--- src/rtl/alu_multicycle.sv ---
// Multi-cycle sliced ALU: DATA_W-bit ops computed SLICE_W bits per clock,
// LSB first, with a carry/borrow chain register and valid/ready handshakes.
module alu_multicycle #(
  parameter int DATA_W  = 16,
  parameter int SLICE_W = 8
) (
  input  logic              clk,
  input  logic              rst_L,
  input  logic              in_valid,
  output logic              in_ready,
  input  logic [3:0]        op_code,
  input  logic [DATA_W-1:0] op_A,
  input  logic [DATA_W-1:0] op_B,
  input  logic [3:0]        in_flags,
  output logic              out_valid,
  input  logic              out_ready,
  output logic [DATA_W-1:0] alu_result,
  output logic [3:0]        next_flags,
  output logic              op_err
);

  localparam int N_SLICE = DATA_W / SLICE_W;
  localparam int IDX_W   = (N_SLICE > 1) ? $clog2(N_SLICE) : 1;
  localparam int BASE_W  = (DATA_W > 1) ? $clog2(DATA_W) : 1;
  localparam logic [IDX_W-1:0] LAST = IDX_W'(N_SLICE - 1);

  localparam logic [3:0] OP_NOP = 4'd0;
  localparam logic [3:0] OP_ADD = 4'd1;
  localparam logic [3:0] OP_ADC = 4'd2;
  localparam logic [3:0] OP_SUB = 4'd3;
  localparam logic [3:0] OP_SBC = 4'd4;
  localparam logic [3:0] OP_AND = 4'd5;
  localparam logic [3:0] OP_OR  = 4'd6;
  localparam logic [3:0] OP_XOR = 4'd7;
  localparam logic [3:0] OP_INC = 4'd8;
  localparam logic [3:0] OP_DEC = 4'd9;
  localparam logic [3:0] OP_CP  = 4'd10;

  typedef enum logic [1:0] {
    IDLE,
    CALC,
    DONE
  } state_t;

  state_t            state_q, state_d;
  logic [IDX_W-1:0]  idx_q, idx_d;
  logic [3:0]        op_q, op_d;
  logic [DATA_W-1:0] a_q, a_d;
  logic [DATA_W-1:0] b_q, b_d;
  logic [3:0]        fl_q, fl_d;
  logic              carry_q, carry_d;
  logic [DATA_W-1:0] acc_q, acc_d;
  logic [DATA_W-1:0] res_q, res_d;
  logic [3:0]        nf_q, nf_d;
  logic              err_q, err_d;

  logic [BASE_W-1:0]  base;
  logic               is_sub, zero_a, cin0, cin, cin_add;
  logic [SLICE_W-1:0] sa, sb, sbx, sres;
  logic [SLICE_W:0]   ssum;
  logic [4:0]         nsum;
  logic               co, hc, z;

  // Subtraction runs as A + ~B + ~borrow; carry_q always holds borrow for subs
  always_comb begin
    base   = BASE_W'(int'(idx_q) * SLICE_W);
    is_sub = (op_q == OP_SUB) || (op_q == OP_SBC) ||
             (op_q == OP_DEC) || (op_q == OP_CP);
    zero_a = (op_q == OP_INC) || (op_q == OP_DEC);
    unique case (1'b1)
      (op_q == OP_ADC) || (op_q == OP_SBC): cin0 = fl_q[0];
      zero_a:                               cin0 = 1'b1;
      default:                              cin0 = 1'b0;
    endcase
    cin     = (idx_q == '0) ? cin0 : carry_q;
    sa      = zero_a ? '0 : a_q[base +: SLICE_W];
    sb      = b_q[base +: SLICE_W];
    sbx     = is_sub ? ~sb : sb;
    cin_add = is_sub ? ~cin : cin;
    ssum    = {1'b0, sa} + {1'b0, sbx} + {{SLICE_W{1'b0}}, cin_add};
    nsum    = {1'b0, sa[3:0]} + {1'b0, sbx[3:0]} + {4'b0, cin_add};
    co      = is_sub ? ~ssum[SLICE_W] : ssum[SLICE_W];
    hc      = is_sub ? ~nsum[4] : nsum[4];
    unique case (op_q)
      OP_AND:  sres = sa & sb;
      OP_OR:   sres = sa | sb;
      OP_XOR:  sres = sa ^ sb;
      OP_ADD, OP_ADC, OP_SUB, OP_SBC,
      OP_INC, OP_DEC, OP_CP:
               sres = ssum[SLICE_W-1:0];
      default: sres = '0;
    endcase
  end

  always_comb begin
    state_d = state_q;
    idx_d   = idx_q;
    op_d    = op_q;
    a_d     = a_q;
    b_d     = b_q;
    fl_d    = fl_q;
    carry_d = carry_q;
    acc_d   = acc_q;
    res_d   = res_q;
    nf_d    = nf_q;
    err_d   = err_q;
    z       = 1'b0;
    unique case (state_q)
      IDLE: begin
        if (in_valid) begin
          op_d    = op_code;
          a_d     = op_A;
          b_d     = op_B;
          fl_d    = in_flags;
          idx_d   = '0;
          state_d = CALC;
        end
      end
      CALC: begin
        acc_d[base +: SLICE_W] = sres;
        carry_d = co;
        idx_d   = idx_q + IDX_W'(1);
        if (idx_q == LAST) begin
          idx_d   = '0;
          state_d = DONE;
          z       = (acc_d == '0);
          res_d   = acc_d;
          err_d   = 1'b0;
          unique case (op_q)
            OP_NOP: begin
              res_d = b_q;
              nf_d  = fl_q;
            end
            OP_ADD, OP_ADC: nf_d = {z, 1'b0, hc, co};
            OP_SUB, OP_SBC: nf_d = {z, 1'b1, hc, co};
            OP_INC: nf_d = {z, 1'b0, hc, fl_q[0]};
            OP_DEC: nf_d = {z, 1'b1, hc, fl_q[0]};
            OP_CP: begin
              res_d = a_q;
              nf_d  = {z, 1'b1, hc, co};
            end
            OP_AND: nf_d = {z, 3'b010};
            OP_OR, OP_XOR: nf_d = {z, 3'b000};
            default: begin
              res_d = '0;
              nf_d  = fl_q;
              err_d = 1'b1;
            end
          endcase
        end
      end
      DONE: begin
        if (out_ready) state_d = IDLE;
      end
      default: state_d = IDLE;
    endcase
  end

  always_ff @(posedge clk) begin
    if (!rst_L) begin
      state_q <= IDLE;
      idx_q   <= '0;
      op_q    <= '0;
      a_q     <= '0;
      b_q     <= '0;
      fl_q    <= '0;
      carry_q <= 1'b0;
      acc_q   <= '0;
      res_q   <= '0;
      nf_q    <= '0;
      err_q   <= 1'b0;
    end else begin
      state_q <= state_d;
      idx_q   <= idx_d;
      op_q    <= op_d;
      a_q     <= a_d;
      b_q     <= b_d;
      fl_q    <= fl_d;
      carry_q <= carry_d;
      acc_q   <= acc_d;
      res_q   <= res_d;
      nf_q    <= nf_d;
      err_q   <= err_d;
    end
  end

  assign in_ready   = (state_q == IDLE);
  assign out_valid  = (state_q == DONE);
  assign alu_result = res_q;
  assign next_flags = nf_q;
  assign op_err     = out_valid & err_q;

endmodule
--- config.mk ---
export PLATFORM = sky130hd
export DESIGN_NAME = alu_multicycle
export DESIGN_NICKNAME = d
export VERILOG_FILES = /design/src/rtl/alu_multicycle.sv
export SDC_FILE = /design/constraint.sdc
export NUM_CORES = 1
export LEC_CHECK = 0
export ABC_AREA = 1
export CORE_ASPECT_RATIO = 0.9
export CORE_MARGIN = 8
export CORE_UTILIZATION = 50
export CTS_CLUSTER_DIAMETER = 30
export DETAILED_ROUTE_END_ITERATION = 10
export PLACE_DENSITY = 0.79
export RECOVER_POWER = 100
export SLEW_MARGIN = 20
export SYNTH_ARGS = -nofsm -noshare
export SYNTH_HDL_FRONTEND = slang
export SYNTH_SLANG_ARGS = --single-unit
--- constraint.sdc ---
create_clock -name clk -period 3 [get_ports clk]
set_input_delay 0.6 -clock clk [delete_from_list [all_inputs] [get_ports clk]]
set_output_delay 0.6 -clock clk [all_outputs]
set_load 0.005 [all_outputs]
==> flow_summary.json, run 1 <==
{
  "rows": 34,
  "dp_hpwl_mm": 11.49,
  "cts.path.max_buffers": 2,
  "drive_gt1_share_pct": 20.97,
  "ctsRootBufferMaster": "clkbuf_8",
  "ys_seq_area_share_pct": 33.76,
  "fmax_ghz": 0.3234,
  "synth_top_area_share_pct": 33.76,
  "die_area_um2": 13000,
  "synth_fp_nets": 783,
  "worstPathMaxFanout": 4,
  "period_share_pct": 103.1,
  "crit_chain": "nand2_2, inv_2, nand2_2, nand2_4, nor2_4, inv_2, a21oi_4, buf_6, xor2_4, fa_2, inv_2, fa_2, nand2_2, nand2_2, nand3b_1, nand2_1, nand2_2, nand3_2, nand2_4, nand2_4, a21oi_4, o21ai_2, a21oi_1",
  "setup_violations": 5,
  "pin_count": 67,
  "routed-via-count": 5035,
  "antenna_found_initial": 0,
  "yosys_warnings": 0,
  "cp-start-kind": "flop",
  "yosys-top-cells-area": "dfxtp_1 34%, nand2_1 12%, o21ai_0 8.9%, a21oi_1 6.8%, nor2_1 6.6%",
  "die_width_um": 119.3,
  "tritoncts": "done",
  "top_layer_used": "met4",
  "drc": 0,
  "power_leakage_nw": 2.985,
  "clk_pin_slew_worst_paths_ns": 0.10,
  "rsz0062_at_grt": "true",
  "hold_viol": 0,
  "grt_usage_pct": 23.12,
  "final_cell_mix": "131 x nand2_1, 80 x nor2_1, 78 x o21ai_0",
  "synth_top_area_cell": "dfxtp_1",
  "grt_pass1_wl_mm": 24.12,
  "final_net_count": 889,
  "min_path_type": "flop to flop",
  "io_buffers": 66,
  "vias_per_cell": 5.294,
  "yosys_register_bits": 81,
  "maxCapViolCount": 0,
  "htree_num_levels": 3,
  "wl_met1_mm": 6.626,
  "core_um2": 9487,
  "netlist_instances": 714,
  "crit_top_cell": "nand2_2",
  "holdBufCountCts": 0,
  "drtIter0Drc": 340,
  "power.density_nw_per_um2": 547.6,
  "cts_made_buffers": 9,
  "wl_per_cell_um": 16.25,
  "finalWirelength_mm": 15.45,
  "area_growth_syn_to_layout_pct": 33.26,
  "die_h_um": 109.0,
  "drv_slew": 0,
  "dr.pass1.iters": 5,
  "violations": "negative setup slack",
  "maxSlewHeadroom_pct": 33.55,
  "synthDistinctLibCells": 39,
  "whs_ns": 0.4648,
  "layout_commonest_cell": "nand2_1",
  "max_slew.worst_pin.slew_ns": 0.9957,
  "fin_crit_ns": 3.093,
  "grt_max_degree": 58,
  "start_util_pct": 50.63,
  "crit_slowest_cell": "fa_2",
  "synth_area_um2": 4803,
  "clock-sinks": 81,
  "cp.arrival_ns": 3.37,
  "n_antenna_cell": 0,
  "worstSetupPathType": "flop to flop",
  "grt_pass1_vias": 4727,
  "worst_slack_ns": -0.09254,
  "ant_nets": 0,
  "outcome": "complete, but fails checks",
  "clock_latency_ns": 0.36,
  "place.gp.congestion": 0.9669,
  "setup_tns_ns": -0.2307,
  "grt_overflow_total": 0,
  "critPathMaxStageDelay_ns": 0.40,
  "routed-wl-met3_mm": 1.048,
  "required_ns": 3.28,
  "met2_length_mm": 7.425,
  "finClkSkew_ns": 0.009411,
  "irDropWorstVdd_mv": 0.3248,
  "syn_area_per_cell_um2": 6.727,
  "cp-end-kind": "flop"
}
stage by stage:
| step | power (mW) | instance area [µm²] | worst slack (ns) | cells | utilization (%) |
|---|---|---|---|---|---|
| floorplan | 2.009 | 4803 | 0.005135 | 714 | - |
| global placement | 2.450 | 5873 | -0.1205 | 926 | 61.91 |
| detailed placement | 2.481 | 5873 | -0.2926 | 926 | 61.91 |
| CTS | 3.369 | 6166 | -0.009221 | 944 | 65.00 |
| global route | 3.690 | 6401 | -0.2403 | 951 | 67.48 |
| finish | 3.506 | 6401 | -0.09254 | 951 | 67.48 |
area by class of cell:
class	instances	area (µm²)
Clock buffer	10	127.6
Clock inverter	6	73.82
Fill cell	835	3085
Inverter	88	341.6
Multi-Input combinational cell	512	2919
Sequential cell	81	1638
Tap cell	126	157.7
Timing Repair Buffer	128	1144
where the power goes:
group          switching [mW]  internal [mW]
Clock                   0.468          0.398
Sequential             0.0536           1.15
Combinational           0.829          0.603
Total                    1.35           2.15
worst paths after layout:
| check | cells after the start | slack [ns] | end | start |
|---|---|---|---|---|
| worst min-delay path | 2 | 0.46 | alu_result[1]$_SDFFE_PN0P_ | alu_result[1]$_SDFFE_PN0P_ |
| worst max register to register | 23 | -0.09 | alu_result[14]$_SDFFE_PN0P_ | op_q[1]$_SDFFE_PN0P_ |
| worst max-delay path | 23 | -0.09 | alu_result[14]$_SDFFE_PN0P_ | op_q[1]$_SDFFE_PN0P_ |
| worst min register to register | 2 | 0.46 | alu_result[1]$_SDFFE_PN0P_ | alu_result[1]$_SDFFE_PN0P_ |
cell usage after synthesis:
cell type / instances
nand2_1: 148
o21ai_0: 85
nor2_1: 84
dfxtp_1: 81
inv_1: 81
a21oi_1: 65
clkbuf_1: 26
ha_1: 23
nand3_1: 12
o21ai_1: 11
xor2_1: 11
o211ai_1: 10
or2_2: 10
nand2_2: 9
nand3_2: 6
inv_2: 5
and2_1: 4
nand2_4: 4
nand3b_1: 4
nor2_2: 4
buf_2: 3
nor2_4: 3
o21ai_2: 3
o22ai_1: 3
buf_6: 2
clkinv_1: 2
fa_1: 2
o221ai_1: 2
a211oi_1: 1
a21oi_2: 1
a22o_1: 1
a31o_1: 1
a31oi_1: 1
buf_1: 1
buf_4: 1
nor3_1: 1
nor3b_1: 1
o21bai_1: 1
xnor2_1: 1
flip-flops by register name, summed over array words and instances (netlist names):
| register | flops |
|---|---|
| err_q | 1 |
| alu_result | 16 |
| acc_q | 16 |
| a_q | 16 |
| fl_q | 4 |
| b_q | 16 |
| idx_q | 1 |
| op_q | 4 |
| carry_q | 1 |
| state_q | 2 |
| next_flags | 4 |
metal layers:
| metal | up-vias | global-route usage [%] |
|---|---|---|
| li1 | 2503 | - |
| met1 | 2323 | 28.90 |
| met2 | 171 | 39.32 |
| met3 | 38 | 5.331 |
| met4 | 0 | 6.768 |
| met5 | - | 0 |
what timing repair did:
item,in CTS,in global routing
buffers inserted,2,7
pin swaps,2,29
cloned,0,0
resized for setup,30,55
setup endpoints to repair,19,20
endpoints found under the hold margin,0,0
cells by family after synthesis:
kind of cell,Yosys count,synth area share [%]
buf+inv,121,9.924
simple gates,290,26.67
fa+ha+maj,25,6.825
compound gates,185,20.63
flops,81,33.76
xor+xnor,12,2.188
worst max-delay path: cells and delay by family (launching register included):
kind,cells,cell delay [ns]
simple gates,12,0.97
fa+ha+maj,2,0.63
compound gates,4,0.59
flops,1,0.38
buf+inv,4,0.30
xor+xnor,1,0.14
Note: power is estimated with default switching activity, not from simulation.
==> run 2, diff against run 1 <==
ABC_AREA = default   (was 1)
==> run 2 against run 1 <==
Clock skew is 0.0034 ns higher. Via count is 4.2% lower. The flow still finishes with violations (negative setup slack). Sequential share of layout area is 0.67 points higher. Non-clock buffer count is 2 lower. Clock power hardly changed. Routed wire length is 1.7% higher. Hold slack worse by 0.0017 ns. Die area is 0.87% lower. Final cell count is 14% lower. Maximum frequency hardly changed. Design area is 2.9% lower.
==> flow_summary.json, run 2 <==
{
  "yosys-top-cells-area": "dfxtp_1 34%, nand2_1 8.3%, a21oi_1 7.4%, ha_1 6.1%, mux2i_1 4.8%",
  "crit_slowest_cell": "or4_4",
  "start_util_pct": 51.87,
  "final_cell_mix": "104 x nand2_1, 77 x dfxtp_1, 66 x a21oi_1",
  "ys_seq_area_share_pct": 34.11,
  "die_area_um2": 12890,
  "synth_top_family_by_area": "compound AO/OA/AOI/OAI gates",
  "drive_gt1_share_pct": 17.72,
  "synthAdderAreaFrac_pct": 6.895,
  "dp_cells": 797,
  "dr.pass1.iters": 8,
  "worstSetupPathType": "flop to flop",
  "fin_crit_ns": 3.092,
  "routed-via-count": 4823,
  "ant_nets": 0,
  "finClkSkew_ns": 0.01280,
  "met3_usage_pct": 5.625,
  "cp-start-kind": "flop",
  "drtIter0Drc": 413,
  "setup_violations": 3,
  "grt-busiest-layer": "met2",
  "rsz0062_at_grt": "true",
  "n_fill_cell": 783,
  "core_um2": 9166,
  "min_path_type": "flop to flop",
  "place.gp.congestion": 0.9355,
  "maxSlewHeadroom_pct": 20.24,
  "yosys-top-cells-count": "105 x nand2_1, 81 x dfxtp_1, 70 x a21oi_1",
  "max_slew.worst_pin.slew_ns": 1.196,
  "cp-endpoint": "next_flags[3]$_SDFFE_PN0P_",
  "violations": "negative setup slack",
  "io_buffers": 66,
  "crit_top_cell": "fa_2",
  "cpLargestDelayFamily": "simple AND/OR/NAND/NOR gates",
  "utilization_pct": 67.79,
  "power.density_nw_per_um2": 478.0,
  "met1_usage_pct": 32.63,
  "reg2regPathDepth": 13,
  "synth_compound_area_share_pct": 25.16,
  "fmax_ghz": 0.3234,
  "period_share_pct": 103.1,
  "die_width_um": 118.8,
  "crit_buf_inv": 2,
  "synthArstFlopShare_pct": 0,
  "hold_viol": 0,
  "yosys_register_bits": 81,
  "area_growth_syn_to_layout_pct": 30.68,
  "cts.path.max_buffers": 2,
  "wl_per_cell_um": 19.27,
  "grt_pass1_wl_mm": 24.72,
  "clock-sinks": 81,
  "dp_hpwl_mm": 11.81,
  "cp_num_cells": 13,
  "whs_ns": 0.4631,
  "antenna_found_initial": 0,
  "grt_use_met2_pct": 37.20,
  "setup_tns_ns": -0.1352,
  "synth_fp_nets": 665,
  "cp.arrival_ns": 3.37,
  "grt_usage_pct": 24.23,
  "synthDistinctLibCells": 59,
  "htree_num_levels": 3,
  "vias_per_cell": 5.911,
  "crit_start": "op_q[3]$_SDFFE_PN0P_",
  "netlist_instances": 596,
  "final_net_count": 758,
  "yosysMostFrequentCell": "nand2_1",
  "die_h_um": 108.5,
  "regArea_um2": 1632,
  "hp-start": "fl_q[3]$_SDFFE_PN0P_",
  "grt_max_degree": 41,
  "multi_input_area_um2": 3015,
  "grt_pass1_vias": 4664,
  "synth_top_area_cell": "dfxtp_1",
  "outcome": "complete, but fails checks",
  "synth_edf_count": 0,
  "power_leakage_nw": 2.520,
  "synthFlopType": "dfxtp_1",
  "synthSimpleGateAreaFrac_pct": 18.37,
  "worstPathMaxFanout": 7,
  "grt_overflow_total": 0,
  "crit_chain": "buf_6, and2_4, a311oi_2, a21oi_1, xnor2_1, fa_2, inv_2, fa_2, xor2_2, a22oi_4, nand3_2, or4_4, o31ai_2",
  "synth_top_area_share_pct": 34.11,
  "layout_commonest_cell": "nand2_1",
  "synth_mux_area_share_pct": 6.974,
  "worst_slack_ns": -0.09236,
  "r2r-end": "next_flags[3]$_SDFFE_PN0P_",
  "irDropWorstVdd_mv": 0.4092,
  "holdBufCountCts": 0,
  "rr_startpoint": "op_q[3]$_SDFFE_PN0P_",
  "pin_count": 67,
  "yosys.area_share.xor_xnor_pct": 2.579,
  "finalWirelength_mm": 15.72,
  "drc": 0,
  "cp-end-kind": "flop",
  "tritoncts": "done",
  "maxCapViolCount": 0,
  "drv_slew": 0,
  "synth_area_um2": 4755,
  "syn_area_per_cell_um2": 7.977,
  "n_antenna_cell": 0,
  "critPathMaxStageDelay_ns": 0.55,
  "yosys_warnings": 0,
  "instances_no_fill": 816,
  "cts_made_buffers": 9,
  "clock_latency_ns": 0.36,
  "rows": 33,
  "ctsRootBufferMaster": "clkbuf_8",
  "clk_pin_slew_worst_paths_ns": 0.09,
  "reg2reg_slack_ns": -0.09,
  "required_ns": 3.28
}
## run 2: cell count changes after synthesis, sizes merged, moves of 10 or more
cell / delta
o21ai: -74
inv: -62
nand2: -56
nor2: -50
mux2i: +23
a211oi: +18
nand3: -11
clkbuf: +10
xnor2: +10
## run 2: timing repair
action,in CTS,in global routing
hold endpoints to repair,0,0
pin swaps,2,7
setup endpoints to repair,17,19
resized for setup,9,21
buffers inserted,1,2
## run 2: metrics by stage
step / total power [mW] / area (µm²) / setup WS, ns
floorplan: 1.746 / 4860 / -0.2307
global placement: 2.065 / 5868 / -0.1030
detailed placement: 2.080 / 5868 / -0.1934
CTS: 2.940 / 6110 / -0.06526
global route: 3.109 / 6213 / -0.1977
finish: 2.970 / 6213 / -0.09236
## run 2: power breakdown
| part | internal [mW] | total (mW) | switching, mW |
|---|---|---|---|
| clock | 0.401 | 0.863 | 0.462 |
| sequential | 1.14 | 1.20 | 0.0603 |
| combinational | 0.406 | 0.909 | 0.502 |
## run 2: final cells by class
cell class / instances / share of cell area, %
inverter: 24 / 1.450
timing repair buffer: 126 / 17.96
clock inverter: 7 / 1.349
clock buffer: 9 / 1.994
sequential: 81 / 26.26
multi-input combinational: 447 / 48.53
tap: 122 / 2.457
## run 2: worst min-delay path by stage
stage                      endpoint  slack, ns  cells past startpoint
3_5_place_dp   fl_q[3]$_SDFFE_PN0P_       0.45                      2
6_report       fl_q[3]$_SDFFE_PN0P_       0.46                      2
5_1_grt        fl_q[2]$_SDFFE_PN0P_       0.48                      2
2_1_floorplan  fl_q[3]$_SDFFE_PN0P_       0.44                      2
3_3_place_gp   fl_q[3]$_SDFFE_PN0P_       0.45                      2
4_1_cts        fl_q[3]$_SDFFE_PN0P_       0.46                      2
## run 2: worst min-delay path, delay by kind of cell (launching register included)
| family | cells | cell delay (ns) |
|---|---|---|
| DFF | 1 | 0.32 |
| and+or+nand+nor | 1 | 0.05 |
| AOI/OAI and AO/OA | 1 | 0.05 |
## run 2: logic make-up after synthesis
kind of cell | Yosys count
muxes | 32
AOI/OAI and AO/OA | 179
DFF | 81
buffers and inverters | 68
xor gates and xnor gates | 14
adders and majority gates | 25
and+or+nand+nor | 197
## run 2: layer usage
layer	vias to the layer above	wire length (µm)
met2	219	6997
met4	0	278
met5	-	0
met1	2286	7156
li1	2296	-
met3	22	1291
==> run 3, diff against run 2 <==
GPL_ROUTABILITY_DRIVEN = 0   (was default)
==> run 3 against run 2 <==
The run still ends with negative setup slack left. Final cell count down 0.98%. Core utilization down 0.14 points. Non-clock buffer count down 8. Register-to-register slack worse by 0.12 ns. Critical endpoint is now next_flags[0]$_SDFFE_PN0P_. Sequential power about the same. Maximum frequency down 3.8%. Clock skew down 0.0030 ns.
==> flow_summary.json, run 3 (same netlist as run 2, synthesis figures left out) <==
{
  "outcome": "complete, but fails checks",
  "violations": "negative setup slack",
  "finClkSkew_ns": 0.009809,
  "die_h_um": 108.5,
  "tritoncts": "done",
  "drc": 0,
  "max_slew.worst_pin.slew_ns": 1.333,
  "cp-start-kind": "flop",
  "power.density_nw_per_um2": 469.9,
  "drtIter0Drc": 542,
  "final_cell_mix": "104 x nand2_1, 78 x dfxtp_1, 64 x a21oi_1",
  "reg2regPathDepth": 15,
  "crit_top_cell": "fa_2",
  "wl_per_cell_um": 19.59,
  "area_growth_syn_to_layout_pct": 30.42,
  "hold_viol": 0,
  "antenna_found_initial": 0,
  "pin_count": 67,
  "htree_num_levels": 3,
  "min_path_type": "flop to flop",
  "power_leakage_nw": 2.496,
  "rr_startpoint": "op_q[3]$_SDFFE_PN0P_",
  "finalWirelength_mm": 15.83,
  "clock_latency_ns": 0.35,
  "critPathMaxStageDelay_ns": 0.39,
  "maxCapViolCount": 0,
  "grt_pass1_vias": 4788,
  "die_width_um": 118.8,
  "cp_num_cells": 15,
  "start_util_pct": 51.87,
  "dr.pass1.iters": 9,
  "dp_cells": 787,
  "worstSetupPathType": "flop to flop",
  "final_net_count": 750,
  "rows": 33,
  "io_buffers": 66,
  "design_area_um2": 6201,
  "cts_made_buffers": 9,
  "rsz0062_at_grt": "true",
  "grt_max_degree": 41,
  "crit_start": "op_q[3]$_SDFFE_PN0P_",
  "grt_usage_pct": 23.76,
  "cp.arrival_ns": 3.49,
  "drv_slew": 0,
  "clk_pin_slew_worst_paths_ns": 0.09,
  "n_antenna_cell": 0,
  "placed_cell_area_um2": 5793,
  "p_total_mw": 2.914,
  "vias_per_cell": 6.207,
  "instances_no_fill": 808,
  "die_area_um2": 12890,
  "whs_ns": 0.4733,
  "grt_pass1_wl_mm": 24.83,
  "routed-via-count": 5015,
  "drive_gt1_share_pct": 17.78,
  "cp-end-kind": "flop",
  "ant_nets": 0,
  "grt_overflow_total": 0,
  "required_ns": 3.27,
  "fmax_ghz": 0.3111,
  "irDropWorstVdd_mv": 0.2817,
  "crit_chain": "buf_6, nor2_1, a311oi_2, a21oi_1, xnor2_2, fa_2, inv_2, fa_2, nand3_4, a21oi_4, buf_4, o211ai_1, and3_1, o221ai_1, a31oi_1",
  "maxSlewHeadroom_pct": 11.07,
  "worst_slack_ns": -0.2147,
  "setup_violations": 10,
  "layout_commonest_cell": "nand2_1",
  "crit_slowest_cell": "dfxtp_4",
  "cts.path.max_buffers": 2,
  "worstHoldPathCells": 2,
  "period_share_pct": 107.2,
  "cpLargestDelayFamily": "compound AO/OA/AOI/OAI gates",
  "utilization_pct": 67.65,
  "worstPathMaxFanout": 6,
  "core_um2": 9166,
  "clock-sinks": 81,
  "dp_hpwl_mm": 11.53,
  "ctsRootBufferMaster": "clkbuf_8",
  "fin_crit_ns": 3.215,
  "hp-start": "fl_q[2]$_SDFFE_PN0P_",
  "crit_buf_inv": 3
}
## run 3: what timing repair did
action | in CTS | in global routing
hold buffers | 0 | 0
endpoints found under the setup margin | 20 | 18
setup buffers | 2 | 3
resized for setup | 12 | 30
pin swaps | 4 | 9
## run 3: cell type report
class / instances / area [µm²]
clock inverter: 6 / 50.05
fill: 757 / 2965
sequential: 81 / 1630
timing repair buffer: 118 / 1052
clock buffer: 10 / 137.6
inverter: 24 / 90.09
multi-input combinational: 447 / 3088
tap: 122 / 152.6
## run 3: final timing paths
kind                                endpoint  slack, ns
hold / removal          fl_q[2]$_SDFFE_PN0P_       0.47
setup / recovery  next_flags[0]$_SDFFE_PN0P_      -0.21
hold reg to reg         fl_q[2]$_SDFFE_PN0P_       0.47
setup reg to reg  next_flags[0]$_SDFFE_PN0P_      -0.21
## run 3: through the flow
step	worst slack, ns	setup TNS (ns)
after floorplan	-0.2307	-0.2474
after global placement	-0.06749	-0.06996
after detailed placement	-0.2165	-1.278
after CTS	-0.07457	-0.1045
after global routing	-0.3425	-2.835
final	-0.2147	-1.288
## run 3: power by group
group	total, mW	internal [mW]	switching (mW)
Clock	0.772	0.332	0.439
Sequential	1.20	1.14	0.0637
Combinational	0.940	0.416	0.524
## run 3: worst reg2reg max path, stage by stage, from the launching register on
cell and delay (ns):
dfxtp_4 0.39, buf_6 0.13, nor2_1 0.16, a311oi_2 0.12, a21oi_1 0.25, xnor2_2 0.16
fa_2 0.26, inv_2 0.05, fa_2 0.38, nand3_4 0.10, a21oi_4 0.07, buf_4 0.14
o211ai_1 0.30, and3_1 0.28, o221ai_1 0.13, a31oi_1 0.22
## run 3: routing by layer
metal  global-route usage, %  vias to the layer above  routed length [µm]
met2                   38.49                      314                7158
met5                       0                        -                   0
met3                   5.260                       53                1680
li1                        -                     2299                   -
met1                   30.39                     2349                6393
met4                   9.378                        0                 593
